### config.mk
export PLATFORM = sky130hd
export DESIGN_NAME = axis_packetizer_flat
export DESIGN_NICKNAME = d
export VERILOG_FILES = /design/src/rtl/axis_packetizer_if.sv /design/src/rtl/axis_packetizer.sv /design/src/flat_wrapper.sv
export SDC_FILE = /design/constraint.sdc
export NUM_CORES = 1
export LEC_CHECK = 0
export CORE_MARGIN = 2
export CORE_UTILIZATION = 50
export CTS_CLUSTER_DIAMETER = 40
export DETAILED_ROUTE_END_ITERATION = 10
export PLACE_DENSITY_LB_ADDON = 0.1
export SLEW_MARGIN = 20
export SYNTH_ARGS = -nofsm -noshare
export SYNTH_HDL_FRONTEND = slang
export SYNTH_SLANG_ARGS = --single-unit
### constraint.sdc
create_clock -name clock -period 7.8 [get_ports clock]
set_clock_uncertainty 0.05 [all_clocks]
set_input_delay 2.34 -clock clock [delete_from_list [all_inputs] [get_ports clock]]
set_output_delay 2.34 -clock clock [all_outputs]
set_load 0.05 [all_outputs]
### src/rtl/axis_packetizer_if.sv
// AXI-Stream link bundle for axis_packetizer: upstream (s_axis_*) and downstream (m_axis_*) channels.
// The slave modport is the packetizer's view; the master modport is the surrounding environment's view.
interface axis_packetizer_if #(
    parameter int unsigned DATA_WIDTH = 32
);
    logic [DATA_WIDTH-1:0] s_axis_tdata;
    logic                  s_axis_tvalid;
    logic                  s_axis_tready;
    logic [DATA_WIDTH-1:0] m_axis_tdata;
    logic                  m_axis_tvalid;
    logic                  m_axis_tready;
    logic                  m_axis_tlast;

    modport slave (
        input  s_axis_tdata,
        input  s_axis_tvalid,
        output s_axis_tready,
        output m_axis_tdata,
        output m_axis_tvalid,
        output m_axis_tlast,
        input  m_axis_tready
    );

    modport master (
        output s_axis_tdata,
        output s_axis_tvalid,
        input  s_axis_tready,
        input  m_axis_tdata,
        input  m_axis_tvalid,
        input  m_axis_tlast,
        output m_axis_tready
    );
endinterface

### src/rtl/axis_packetizer.sv
// axis_packetizer: groups every PKT_LEN upstream beats into a packet and marks the last beat with tlast.
// Output is a two-entry registered pipeline (output register + skid register), so s_axis_tready never
// depends combinationally on m_axis_tready.
// Optional feature macro: AXIS_PACKETIZER_CHECKSUM_EN appends a 32-bit additive checksum beat per packet.
module axis_packetizer #(
    parameter int unsigned DATA_WIDTH = 32,
    parameter int unsigned PKT_LEN    = 16,
    parameter int unsigned CNT_WIDTH  = 16
) (
    input  logic                 clock,
    input  logic                 reset,
    axis_packetizer_if.slave     bus,
    output logic [CNT_WIDTH-1:0] pkt_count
);
    localparam logic [CNT_WIDTH-1:0] LAST_BEAT = CNT_WIDTH'(PKT_LEN - 1);

    logic [CNT_WIDTH-1:0]  beat_cnt;
    logic [DATA_WIDTH-1:0] out_data;
    logic                  out_last;
    logic                  out_valid;
    logic [DATA_WIDTH-1:0] skid_data;
    logic                  skid_last;
    logic                  skid_valid;

    logic                  in_ready;
    logic                  accept;
    logic                  drain;
    logic                  push_valid;
    logic [DATA_WIDTH-1:0] push_data;
    logic                  push_last;

    assign accept = bus.s_axis_tvalid & in_ready;
    assign drain  = out_valid & bus.m_axis_tready;

`ifdef AXIS_PACKETIZER_CHECKSUM_EN
    typedef enum logic {
        PAYLOAD = 1'b0,
        CSUM    = 1'b1
    } state_t;

    state_t                state;
    logic [DATA_WIDTH-1:0] sum;
    logic                  inject;

    // Checksum beat enters the pipeline as soon as the skid slot is free.
    assign in_ready   = ~skid_valid & (state == PAYLOAD) & ~reset;
    assign inject     = (state == CSUM) & ~skid_valid;
    assign push_valid = accept | inject;
    assign push_data  = inject ? sum : bus.s_axis_tdata;
    assign push_last  = inject;

    // Framing FSM: count payload beats, accumulate the sum, then emit one checksum beat.
    always_ff @(posedge clock or posedge reset) begin
        if (reset) begin
            state    <= PAYLOAD;
            beat_cnt <= '0;
            sum      <= '0;
        end else begin
            case (state)
                PAYLOAD: begin
                    if (accept) begin
                        sum <= sum + bus.s_axis_tdata;
                        if (beat_cnt == LAST_BEAT) begin
                            beat_cnt <= '0;
                            state    <= CSUM;
                        end else begin
                            beat_cnt <= beat_cnt + CNT_WIDTH'(1);
                        end
                    end
                end
                CSUM: begin
                    if (inject) begin
                        sum   <= '0;
                        state <= PAYLOAD;
                    end
                end
                default: state <= PAYLOAD;
            endcase
        end
    end
`else
    assign in_ready   = ~skid_valid & ~reset;
    assign push_valid = accept;
    assign push_data  = bus.s_axis_tdata;
    assign push_last  = (beat_cnt == LAST_BEAT);

    // Payload beat counter; wraps after the tlast beat.
    always_ff @(posedge clock or posedge reset) begin
        if (reset) begin
            beat_cnt <= '0;
        end else if (accept) begin
            if (beat_cnt == LAST_BEAT) begin
                beat_cnt <= '0;
            end else begin
                beat_cnt <= beat_cnt + CNT_WIDTH'(1);
            end
        end
    end
`endif

    // Two-entry output pipeline: skid refills the output register first, new beats go to whichever is free.
    always_ff @(posedge clock or posedge reset) begin
        if (reset) begin
            out_data   <= '0;
            out_last   <= 1'b0;
            out_valid  <= 1'b0;
            skid_data  <= '0;
            skid_last  <= 1'b0;
            skid_valid <= 1'b0;
        end else if (!out_valid || drain) begin
            if (skid_valid) begin
                out_data   <= skid_data;
                out_last   <= skid_last;
                out_valid  <= 1'b1;
                skid_valid <= 1'b0;
            end else if (push_valid) begin
                out_data  <= push_data;
                out_last  <= push_last;
                out_valid <= 1'b1;
            end else begin
                out_valid <= 1'b0;
            end
        end else if (push_valid) begin
            skid_data  <= push_data;
            skid_last  <= push_last;
            skid_valid <= 1'b1;
        end
    end

    // Completed-packet counter: one per tlast handshake at the output.
    always_ff @(posedge clock or posedge reset) begin
        if (reset) begin
            pkt_count <= '0;
        end else if (drain && out_last) begin
            pkt_count <= pkt_count + CNT_WIDTH'(1);
        end
    end

    assign bus.s_axis_tready = in_ready;
    assign bus.m_axis_tdata  = out_data;
    assign bus.m_axis_tlast  = out_last;
    assign bus.m_axis_tvalid = out_valid;
endmodule

### src/flat_wrapper.sv
// flat-port wrapper written by rule: the top's interface ports become plain ports
module axis_packetizer_flat 
#(
    parameter int unsigned DATA_WIDTH = 32,
    parameter int unsigned PKT_LEN    = 16,
    parameter int unsigned CNT_WIDTH  = 16
)
  (clock, reset, pkt_count, bus_s_axis_tdata, bus_s_axis_tvalid, bus_s_axis_tready, bus_m_axis_tdata, bus_m_axis_tvalid, bus_m_axis_tlast, bus_m_axis_tready);
  axis_packetizer_if #(.DATA_WIDTH(DATA_WIDTH)) bus_i ();
  input  logic clock;
  input  logic reset;
  output logic [CNT_WIDTH-1:0] pkt_count;
  input wire logic [$bits(bus_i.s_axis_tdata)-1:0] bus_s_axis_tdata;
  input wire logic [$bits(bus_i.s_axis_tvalid)-1:0] bus_s_axis_tvalid;
  output wire logic [$bits(bus_i.s_axis_tready)-1:0] bus_s_axis_tready;
  output wire logic [$bits(bus_i.m_axis_tdata)-1:0] bus_m_axis_tdata;
  output wire logic [$bits(bus_i.m_axis_tvalid)-1:0] bus_m_axis_tvalid;
  output wire logic [$bits(bus_i.m_axis_tlast)-1:0] bus_m_axis_tlast;
  input wire logic [$bits(bus_i.m_axis_tready)-1:0] bus_m_axis_tready;
  assign bus_i.s_axis_tdata = bus_s_axis_tdata;
  assign bus_i.s_axis_tvalid = bus_s_axis_tvalid;
  assign bus_s_axis_tready = bus_i.s_axis_tready;
  assign bus_m_axis_tdata = bus_i.m_axis_tdata;
  assign bus_m_axis_tvalid = bus_i.m_axis_tvalid;
  assign bus_m_axis_tlast = bus_i.m_axis_tlast;
  assign bus_i.m_axis_tready = bus_m_axis_tready;
  axis_packetizer #(.DATA_WIDTH(DATA_WIDTH), .PKT_LEN(PKT_LEN), .CNT_WIDTH(CNT_WIDTH)) u_core (.clock(clock), .reset(reset), .bus(bus_i), .pkt_count(pkt_count));
endmodule
==> key figures, run 1 <==
Worst setup path
  • Crit path arrival time: 3.79 ns
  • Cell occurring most often along the worst timing path: sky130_fd_sc_hd__clkdlybuf4s50_1
  • Data required time at the worst endpoint: 5.41 ns
  • Max stage delay on crit path: 0.81 ns
  • Startpoint types: primary input
  • Setup CP Type: in2out
  • Cells along the critical path: clkdlybuf4s50_1 -> nor2_1 -> clkdlybuf4s50_1
  • Element type at the critical path end: output port
  • Cell at the slowest stage of the critical path: sky130_fd_sc_hd__clkdlybuf4s50_1
  • Max Fanout on Critical Path: 5

Run status
  • Outcome: completed

Synth
  • Syn. warnings: 0
  • Largest cells by area after synthesis: sky130_fd_sc_hd__dfrtp_1 (57%), sky130_fd_sc_hd__mux2_4 (10%), sky130_fd_sc_hd__mux2i_1 (7.3%)
  • Top-count cell post-synth: sky130_fd_sc_hd__dfrtp_1
  • Share of the synthesized area in the top cell type: 57.22%
  • Register bit count reported by yosys: 100
  • Synthesized-area fraction occupied by ao, oa, aoi and oai cells: 4.120%
  • Post-Syn Nets: 394
  • EDFF count, synth: 0
  • Library cell with the largest summed area after synthesis: sky130_fd_sc_hd__dfrtp_1
  • XOR/XNOR share of the synthesized area: 5.408%
  • Commonest cells in the netlist: sky130_fd_sc_hd__dfrtp_1 (100), sky130_fd_sc_hd__nand2_1 (52), sky130_fd_sc_hd__o21ai_0 (36), sky130_fd_sc_hd__mux2i_1 (32), sky130_fd_sc_hd__mux2_4 (30)
  • Fraction of synthesized area in multiplexers: 18.66%
  • Portion of the post-synthesis area used by sequential elements: 57.22%
  • Combinational family with the most area after synthesis: multiplexers
  • Area fraction in and, or, nand and nor cells after synthesis: 11.73%
  • Number of different library cells in the post-synthesis netlist: 30
  • Post-synthesis average cell area: 12.28 µm²
  • Post-Synth Adder-Cell Area: 0.5722%
  • Netlist area before placement: 4373 µm²
  • Async set-or-reset flop fraction in the synthesized netlist: 100.0%
  • Number of cells produced by synthesis: 356
  • Primary flip-flop cell chosen by synthesis mapping: sky130_fd_sc_hd__dfrtp_1

Drt
  • Wire length the detailed router placed on met1: 3923 µm
  • Length of routed met3 wiring: 465 µm
  • Detail-routed via count per cell: 5.251
  • Top Layer Used: met4
  • Post-route antenna net violation count: 0
  • Detailed-route wire length: 8390 µm
  • DRC violation count after routing: 0
  • First-iteration detailed-routing DRC count: 157
  • Iteration count of the initial detailed-routing pass: 4
  • Routed wire length per instance: 15.17 µm
  • Met2 layer wire length in the routed design: 3911 µm
  • Total via count in the routed design: 2904

Cells and area
  • Final cell count without fillers: 553
  • Number of nets in the final layout: 478
  • Fraction of final layout cells with drive strength greater than 1: 13.26%
  • Layout-stage area growth over the synthesis result: 27.61%
  • Number of fillers in the final layout: 697
  • Inserted Diodes: 0

Clock network
  • Post-CTS setup buffer count: 0
  • Number of buffers between clock root and the deepest sink: 2
  • Clock tree root driver cell: sky130_fd_sc_hd__clkbuf_8
  • Depth of the CTS H-tree: 3
  • Post-cts repair resize count: 0
  • Number of clock sinks: 100
  • Skew-Pair Late Insertion Delay: 0.35 ns
  • Total clock buffers created by CTS: 9
  • Post-CTS clock slew at the launch and capture registers of the worst setup and hold paths: 0.09 ns
  • CTS Hold Buffers Added: 0
  • CTS tree: built

GRT
  • GRT overflow: 0
  • Global-route wire length before repair: 14320 µm
  • Largest net degree at the start of global routing: 59
  • Vias in the first global route: 2952
  • Global router's overall resource usage: 18.63%
  • Initial antenna violation count: 0

Timing
  • Final Max Tran Viols: 0
  • Final setup viols: 0
  • Final setup TNS: 0 ns
  • RSZ-0062 raised after global routing: false
  • FMAX: 0.1619 GHz
  • Final Critical Period: 6.177 ns
  • Final cycle utilization of the critical path: 79.19%
  • Slew @ Worst Pin: 0.7187 ns
  • Normalized max-slew margin: 52.08%
  • Count of final hold-check violations: 0

Placed design
  • Global placement routability congestion: 0.7785
  • Placed cell count: 537
  • DP HPWL: 5599 µm
  • Number of input and output port buffers inserted: 86

Floorplan
  • Starting density of the core: 50.89%
  • Floorplan die height: 97.52 µm
  • Boundary pin count: 87
  • Die X-Extent: 97.52 µm
  • Core region area: 8593 µm²
  • Die footprint: 9510 µm²
  • Number of standard-cell rows in the floorplan: 34

Pwr
  • P_leak: 2.492 nW
  • Power per cell area: 277.0 nW/µm²
  • Maximum vdd ir drop: 0.0001998 V
  • Total chip power: 1.546 mW

Job
  • Number of max-cap violations: 0

Worst hold path
  • Classification of the worst-slack hold path: reg2reg
[critical path: cells and delay by family]
| family | cells | cell delay, ns |
|---|---|---|
| buf+inv | 2 | 1.32 |
| simple gates | 1 | 0.13 |
[registers in the layout (all words and copies together) (netlist names)]
register                  count
u_core.bus.m_axis_tvalid      1
u_core.bus.m_axis_tdata      32
u_core.skid_valid             1
u_core.bus.m_axis_tlast       1
u_core.skid_data             32
u_core.beat_cnt              16
u_core.pkt_count             16
u_core.skid_last              1
[where the power goes]
group | total [mW] | internal [mW] | switching (mW)
sequential | 0.693 | 0.621 | 0.0728
clock | 0.421 | 0.246 | 0.175
combinational | 0.431 | 0.186 | 0.245
total | 1.55 | 1.05 | 0.493
[cells by family after synthesis]
logic type,Yosys count
xor+xnor,27
fa+ha+maj,2
buf+inv,18
mux,66
simple gates,107
flops,100
compound gates,36
[through the flow]
step	hold WS (ns)	instance area, µm²	setup slack, ns	util (%)
after global placement	0.4106	5314	1.627	61.84
after detailed placement	0.4205	5316	1.631	61.87
after floorplan	0.3967	4373	2.425	-
final	0.4341	5580	1.623	64.94
after global routing	0.4598	5580	1.544	64.94
after CTS	0.4385	5580	1.618	64.94
[cell usage in the layout (no fill, tap or decap), types with 7 or more instances in the layout]
cell type	n
sky130_fd_sc_hd__mux2_4	30
sky130_fd_sc_hd__dfrtp_1	99
sky130_fd_sc_hd__nand3_1	14
sky130_fd_sc_hd__o21ai_0	35
sky130_fd_sc_hd__clkbuf_8	9
sky130_fd_sc_hd__mux2i_1	32
sky130_fd_sc_hd__clkdlybuf4s50_1	86
sky130_fd_sc_hd__xnor2_1	18
sky130_fd_sc_hd__nand2_1	52
sky130_fd_sc_hd__nand4_1	7
sky130_fd_sc_hd__nor2_1	9
sky130_fd_sc_hd__xor2_1	9
[final timing paths]
kind                                        startpoint                     endpoint  slack (ns)  depth (start not counted)
setup / recovery                                 reset            bus_s_axis_tready        1.62                          3
hold / removal             u_core.bus.m_axis_tdata[19]  u_core.bus.m_axis_tdata[19]        0.43                          2
setup reg to reg                     u_core.skid_valid          u_core.skid_data[7]        5.28                          4
hold reg to reg            u_core.bus.m_axis_tdata[19]  u_core.bus.m_axis_tdata[19]        0.43                          2
max in group asynchronous                        reset            u_core.skid_valid        4.14                          3
min in group asynchronous                        reset          u_core.skid_data[6]        2.41                          2
[layout make-up]
class	count	area (µm²)	area share [%]
flip-flops and latches	100	2504	44.87
multi-input cells	238	1784	31.97
clock inverters	6	136.4	2.444
well taps	108	135.1	2.422
inverters	2	10.01	0.1794
clock buffers	10	127.6	2.287
repair buffers	89	883.3	15.83
[per-layer routing]
metal,vias to the layer above,track usage [%]
met1,1429,25.07
met5,-,0
met3,8,5.252
met2,67,29.71
met4,0,5.449
li1,1400,-
No activity file was read; power rests on OpenSTA's default activity.
==> run 2: changes to the inputs <==
Clock period 7.8 ns to 5.95 ns, I/O delays scaled along.
==> run 2 against run 1 <==
  * Global-route usage is 0.22 points lower
  * Via count is 0.69% higher
  * Combinational power is 31% higher
  * Non-clock buffer count is 1 higher
  * Wire length hardly changed
  * Clock power is 3% lower
  * Worst setup slack worse by 0.78 ns
==> key figures, run 2 (synthesized netlist as in run 1, its figures left out) <==
Run status
  • Outcome: completed (unchanged)

Worst setup path
  • Setup CP Type: in2out (unchanged)
  • Worst-case register-to-register setup slack: 3.20 ns (was 5.28 ns)
  • Element type at the critical path end: output port (unchanged)
  • Data required time at the worst endpoint: 4.12 ns (was 5.41 ns)
  • Worst reg2reg path endpoint: u_core.skid_data[26] (was u_core.skid_data[7])
  • Worst flop-to-flop path startpoint: u_core.skid_valid (unchanged)
  • Beginning of the critical path: reset (unchanged)
  • R2r worst-path depth: 5 (was 4)
  • Crit path arrival time: 3.27 ns (was 3.79 ns)
  • CP endpoint: bus_s_axis_tready (unchanged)
  • Startpoint types: primary input (unchanged)
  • Max Fanout on Critical Path: 5 (unchanged)

Clock network
  • Skew-Pair Late Insertion Delay: 0.37 ns (was 0.35 ns)
  • Post-CTS clock slew at the launch and capture registers of the worst setup and hold paths: 0.10 ns (was 0.09 ns)
  • Total clock buffers created by CTS: 9 (unchanged)
  • Depth of the CTS H-tree: 3 (unchanged)
  • Clock tree root driver cell: sky130_fd_sc_hd__clkbuf_8 (unchanged)
  • CTS Hold Buffers Added: 0 (unchanged)
  • Number of buffers between clock root and the deepest sink: 2 (unchanged)
  • Post-cts repair resize count: 0 (unchanged)
  • Post-CTS setup buffer count: 0 (unchanged)
  • CTS tree: built (unchanged)
  • Number of clock sinks: 100 (unchanged)

Timing
  • FMAX: 0.1958 GHz
  • Final Max Tran Viols: 0 (unchanged)
  • Slew @ Worst Pin: 1.014 ns (was 0.7187 ns)
  • Final setup viols: 0 (unchanged)
  • Final setup TNS: 0 ns (unchanged)
  • Normalized max-slew margin: 32.14% (was 52.08%)
  • RSZ-0062 raised after global routing: false (unchanged)
  • Final cycle utilization of the critical path: 85.86%
  • Count of final hold-check violations: 0 (unchanged)
  • Final Critical Period: 5.109 ns

Floorplan
  • Core region area: 8593 µm² (unchanged)
  • Boundary pin count: 87 (unchanged)
  • Die footprint: 9510 µm² (unchanged)
  • Number of standard-cell rows in the floorplan: 34 (unchanged)
  • Die X-Extent: 97.52 µm (unchanged)
  • Floorplan die height: 97.52 µm (unchanged)
  • Starting density of the core: 50.89% (unchanged)

Drt
  • Total via count in the routed design: 2924 (was 2904)
  • Iteration count of the initial detailed-routing pass: 6 (was 4)
  • Post-route antenna net violation count: 0 (unchanged)
  • Detailed-route wire length: 8386 µm (was 8390 µm)
  • Detail-routed via count per cell: 5.278 (was 5.251)
  • First-iteration detailed-routing DRC count: 59 (was 157)
  • DRC violation count after routing: 0 (unchanged)
  • Routed wire length per instance: 15.14 µm (was 15.17 µm)

Job
  • Number of max-cap violations: 0 (unchanged)

Cells and area
  • Layout-stage area growth over the synthesis result: 25.92% (was 27.61%)
  • Most used cells in the layout excluding fill and tap cells: sky130_fd_sc_hd__dfrtp_1 (99), sky130_fd_sc_hd__clkdlybuf4s50_1 (86), sky130_fd_sc_hd__nand2_1 (52) (unchanged)
  • Final cell count without fillers: 554 (was 553)
  • Number of nets in the final layout: 479 (was 478)
  • Most common library cell in the layout ignoring fill and taps: sky130_fd_sc_hd__dfrtp_1 (unchanged)
  • Inserted Diodes: 0 (unchanged)
  • Fraction of final layout cells with drive strength greater than 1: 13.68% (was 13.26%)

Placed design
  • Number of input and output port buffers inserted: 86 (unchanged)
  • Global placement routability congestion: 0.7628 (was 0.7785)
  • DP HPWL: 5644 µm (was 5599 µm)
  • Placed cell count: 538 (was 537)

Pwr
  • Maximum vdd ir drop: 0.0001610 V (was 0.0001998 V)
  • P_leak: 2.460 nW (was 2.492 nW)
  • Power per cell area: 341.9 nW/µm² (was 277.0 nW/µm²)

GRT
  • Largest net degree at the start of global routing: 83 (was 59)
  • Vias in the first global route: 2870 (was 2952)
  • Global router's overall resource usage: 18.41% (was 18.63%)
  • GRT overflow: 0 (unchanged)
  • Global-route wire length before repair: 14040 µm (was 14320 µm)
  • Initial antenna violation count: 0 (unchanged)

Worst hold path
  • Classification of the worst-slack hold path: reg2reg (unchanged)
## run 2: critical path: stages
cell and delay [ns]:
sky130_fd_sc_hd__clkdlybuf4s50_1 0.53, sky130_fd_sc_hd__nor2_1 0.15, sky130_fd_sc_hd__clkdlybuf4s50_1 0.81
## run 2: layout make-up
type | instances | area [µm²]
Fill cell | 704 | 3087
Sequential cell | 100 | 2504
Multi-Input combinational cell | 238 | 1782
Timing Repair Buffer | 90 | 890.9
Tap cell | 108 | 135.1
Clock buffer | 9 | 123.9
Clock inverter | 7 | 58.81
Inverter | 2 | 12.51
## run 2: how the worst min path moves through the flow
stage                    startpoint              endpoint  slack [ns]  cells after the start
4_1_cts         u_core.beat_cnt[15]   u_core.beat_cnt[15]        0.44                      1
3_5_place_dp    u_core.beat_cnt[15]   u_core.beat_cnt[15]        0.42                      1
5_1_grt        u_core.pkt_count[15]  u_core.pkt_count[15]        0.46                      1
6_report       u_core.pkt_count[15]  u_core.pkt_count[15]        0.44                      1
2_1_floorplan   u_core.beat_cnt[15]   u_core.beat_cnt[15]        0.40                      1
3_3_place_gp   u_core.pkt_count[15]  u_core.pkt_count[15]        0.41                      1
## run 2: through the flow
stage               area, µm²  hold WS, ns  total power [mW]  setup WS (ns)  util [%]
global placement         5321       0.4134             1.474         0.8934     61.92
finish                   5507       0.4375             1.883         0.8414     64.08
floorplan                4373       0.3967             1.296          1.496         -
global route             5507       0.4578             1.984         0.8173     64.08
detailed placement       5321       0.4167             1.489         0.8905     61.92
CTS                      5504       0.4362             1.899         0.8772     64.05
## run 2: report_power, final
group / total (mW) / switching (mW) / internal (mW)
sequential: 0.907 / 0.0931 / 0.813
clock: 0.410 / 0.251 / 0.159
combinational: 0.566 / 0.321 / 0.245
total: 1.88 / 0.666 / 1.22
## run 2: routing by layer
metal | vias to the layer above | routed length, µm | global-route usage [%]
met5 | - | 0 | 0
met1 | 1446 | 4092 | 26.26
met2 | 72 | 3687 | 27.00
met3 | 11 | 485 | 4.892
met4 | 0 | 120 | 7.265
li1 | 1395 | - | -
==> run 3: changes to the inputs <==
Settings changed: CORE_MARGIN 2 to default, SKIP_LAST_GASP from default to 1.
==> run 3 against run 2 <==
  * Critical path depth did not move
  * Clock power is 18% higher
  * Wire length down 0.61%
  * Largest power group unchanged
  * First-iteration DRC count grew 86%
  * Worst setup slack better by 0.00081 ns
  * Worst hold slack got worse by 0.0019 ns
  * Via count decreased by 2.0%
  * Highest routed layer unchanged
  * Clock-buffer cell count increased by 2
  * Register-to-register slack worse by 0.05 ns
  * Die area decreased by 4.1%
  * Sequential power shrank 0.4%
  * Sequential share of layout area down 0.32 points
==> key figures, run 3 (synthesized netlist as in run 1, its figures left out) <==
Drt
  • Detail-routed via count per cell: 5.201 (was 5.278)
  • Post-route antenna net violation count: 0 (unchanged)
  • Detailed-route wire length: 8335 µm (was 8386 µm)
  • Iteration count of the initial detailed-routing pass: 4 (was 6)
  • DRC violation count after routing: 0 (unchanged)
  • Routed wire length per instance: 15.13 µm (was 15.14 µm)
  • First-iteration detailed-routing DRC count: 110 (was 59)
  • Total via count in the routed design: 2866 (was 2924)

Clock network
  • Depth of the CTS H-tree: 3 (unchanged)
  • Post-cts repair resize count: 0 (unchanged)
  • CTS Hold Buffers Added: 0 (unchanged)
  • Post-CTS clock slew at the launch and capture registers of the worst setup and hold paths: 0.09 ns (was 0.10 ns)
  • Number of buffers between clock root and the deepest sink: 2 (unchanged)
  • CTS tree: built (unchanged)
  • Number of clock sinks: 100 (unchanged)
  • Post-CTS setup buffer count: 0 (unchanged)
  • Skew-Pair Late Insertion Delay: 0.35 ns (was 0.37 ns)
  • Total clock buffers created by CTS: 9 (unchanged)
  • Clock tree root driver cell: sky130_fd_sc_hd__clkbuf_8 (unchanged)

Worst hold path
  • Worst hold stages: 2 (was 1)
  • Classification of the worst-slack hold path: reg2reg (unchanged)
  • Sink of the worst hold path: u_core.bus.m_axis_tdata[3] (was u_core.pkt_count[15])
  • Beginning of the worst hold path: u_core.bus.m_axis_tdata[3] (was u_core.pkt_count[15])

GRT
  • Global router's overall resource usage: 20.05% (was 18.41%)
  • Largest net degree at the start of global routing: 82 (was 83)
  • Initial antenna violation count: 0 (unchanged)
  • Vias in the first global route: 2805 (was 2870)
  • GRT overflow: 0 (unchanged)
  • Global-route wire length before repair: 13840 µm (was 14040 µm)

Worst setup path
  • Setup CP Type: in2out (unchanged)
  • Worst flop-to-flop path startpoint: u_core.skid_valid (unchanged)
  • Max Fanout on Critical Path: 5 (unchanged)
  • Cell at the slowest stage of the critical path: sky130_fd_sc_hd__clkdlybuf4s50_1 (unchanged)
  • Cells along the critical path: clkdlybuf4s50_1 -> nor2_1 -> clkdlybuf4s50_1 (unchanged)
  • R2r worst-path depth: 5 (unchanged)
  • Data required time at the worst endpoint: 4.12 ns (about the same)
  • Worst reg2reg path endpoint: u_core.skid_data[7] (was u_core.skid_data[26])
  • Startpoint types: primary input (unchanged)
  • Buffer and inverter count on the worst path: 2 (unchanged)
  • Crit path arrival time: 3.27 ns (about the same)
  • Max stage delay on crit path: 0.81 ns (about the same)
  • Largest delay share family, worst path: buffers and inverters (unchanged)
  • Worst-case register-to-register setup slack: 3.15 ns (was 3.20 ns)
  • Element type at the critical path end: output port (unchanged)
  • Cell occurring most often along the worst timing path: sky130_fd_sc_hd__clkdlybuf4s50_1 (unchanged)

Pwr
  • Power per cell area: 352.6 nW/µm² (was 341.9 nW/µm²)
  • Maximum vdd ir drop: 0.0001778 V (was 0.0001610 V)
  • P_leak: 2.474 nW (was 2.460 nW)
  • Total chip power: 1.955 mW (was 1.883 mW)

Floorplan
  • Boundary pin count: 87 (unchanged)
  • Number of standard-cell rows in the floorplan: 33 (was 34)
  • Starting density of the core: 52.43% (was 50.89%)
  • Die X-Extent: 95.52 µm (was 97.52 µm)
  • Floorplan die height: 95.52 µm (was 97.52 µm)
  • Die footprint: 9124 µm² (was 9510 µm²)
  • Core region area: 8341 µm² (was 8593 µm²)

Cells and area
  • Most common library cell in the layout ignoring fill and taps: sky130_fd_sc_hd__dfrtp_1 (unchanged)
  • Layout-stage area growth over the synthesis result: 26.81% (was 25.92%)
  • Number of fillers in the final layout: 650 (was 704)
  • Fraction of final layout cells with drive strength greater than 1: 13.45% (was 13.68%)
  • Inserted Diodes: 0 (unchanged)
  • Most used cells in the layout excluding fill and tap cells: sky130_fd_sc_hd__dfrtp_1 (99), sky130_fd_sc_hd__clkdlybuf4s50_1 (86), sky130_fd_sc_hd__nand2_1 (52) (unchanged)
  • Number of nets in the final layout: 479 (unchanged)

Timing
  • FMAX: 0.1958 GHz (about the same)
  • Final setup viols: 0 (unchanged)
  • Count of final hold-check violations: 0 (unchanged)
  • RSZ-0062 raised after global routing: false (unchanged)
  • Final Max Tran Viols: 0 (unchanged)
  • Final Critical Period: 5.108 ns (was 5.109 ns)
  • Slew @ Worst Pin: 0.7602 ns (was 1.014 ns)
  • Final cycle utilization of the critical path: 85.84% (was 85.86%)
  • Normalized max-slew margin: 49.13% (was 32.14%)
  • Final setup TNS: 0 ns (unchanged)

Placed design
  • Global placement routability congestion: 0.8298 (was 0.7628)
  • DP HPWL: 5502 µm (was 5644 µm)
  • Number of input and output port buffers inserted: 86 (unchanged)

Run status
  • Outcome: completed (unchanged)

Job
  • Number of max-cap violations: 0 (unchanged)
## run 3: cell types whose count changed in the layout (fill, tap and decap cells not counted), sizes merged
cell      previous run  this run
clkinv               3         0
inv                  5         3
clkinvlp             1         2
bufinv               0         2
clkbuf               9        11
## run 3: worst max path at each step
stage                               endpoint  slack (ns)  cells after the start  startpoint
final                      bus_s_axis_tready        0.84                      3       reset
after global routing       bus_s_axis_tready        0.76                      3       reset
after CTS                  bus_s_axis_tready        0.87                      3       reset
after detailed placement   bus_s_axis_tready        0.88                      3       reset
after global placement     bus_s_axis_tready        0.90                      3       reset
after floorplan           u_core.beat_cnt[0]        1.50                      1       reset
## run 3: metrics by stage
| stage | worst slack, ns | hold slack [ns] | utilization (%) | cells | instance area [µm²] |
|---|---|---|---|---|---|
| after floorplan | 1.496 | 0.3967 | - | 356 | 4373 |
| after global placement | 0.9008 | 0.4099 | 63.76 | 535 | 5318 |
| after detailed placement | 0.8842 | 0.4165 | 63.76 | 535 | 5318 |
| after CTS | 0.8708 | 0.4357 | 66.46 | 551 | 5543 |
| after global routing | 0.7551 | 0.4576 | 66.49 | 551 | 5545 |
| final | 0.8423 | 0.4355 | 66.49 | 551 | 5545 |
## run 3: where the power goes
| part | leakage (nW) | internal, mW | switching (mW) |
|---|---|---|---|
| registers | 1.27 | 0.813 | 0.0894 |
| clock network | 0.106 | 0.250 | 0.234 |
| logic | 1.10 | 0.245 | 0.324 |
| total | 2.47 | 1.31 | 0.647 |
## run 3: tightest hold or removal path, delay by kind of cell, from the launching register on
family	cells	cell delay (ns)
DFF	1	0.35
and+or+nand+nor	1	0.04
AOI/OAI and AO/OA	1	0.06
## run 3: layout make-up
cell class	count	area [µm²]	share of cell area, %
clock inverters	5	83.83	1.512
repair buffers	90	890.9	16.06
flip-flops and latches	100	2504	45.15
inverters	2	12.51	0.2256
multi-input cells	238	1782	32.13
clock buffers	11	141.4	2.550
well taps	105	131.4	2.369
## run 3: layer usage
| metal | part of all wire [%] | routed length (µm) | up-vias | track usage (%) |
|---|---|---|---|---|
| li1 | - | - | 1401 | - |
| met1 | 49 | 4104 | 1394 | 29.07 |
| met2 | 46 | 3804 | 64 | 30.48 |
| met3 | 4.2 | 349 | 7 | 3.349 |
| met4 | 0.92 | 77 | 0 | 7.090 |
| met5 | 0 | 0 | - | 0 |
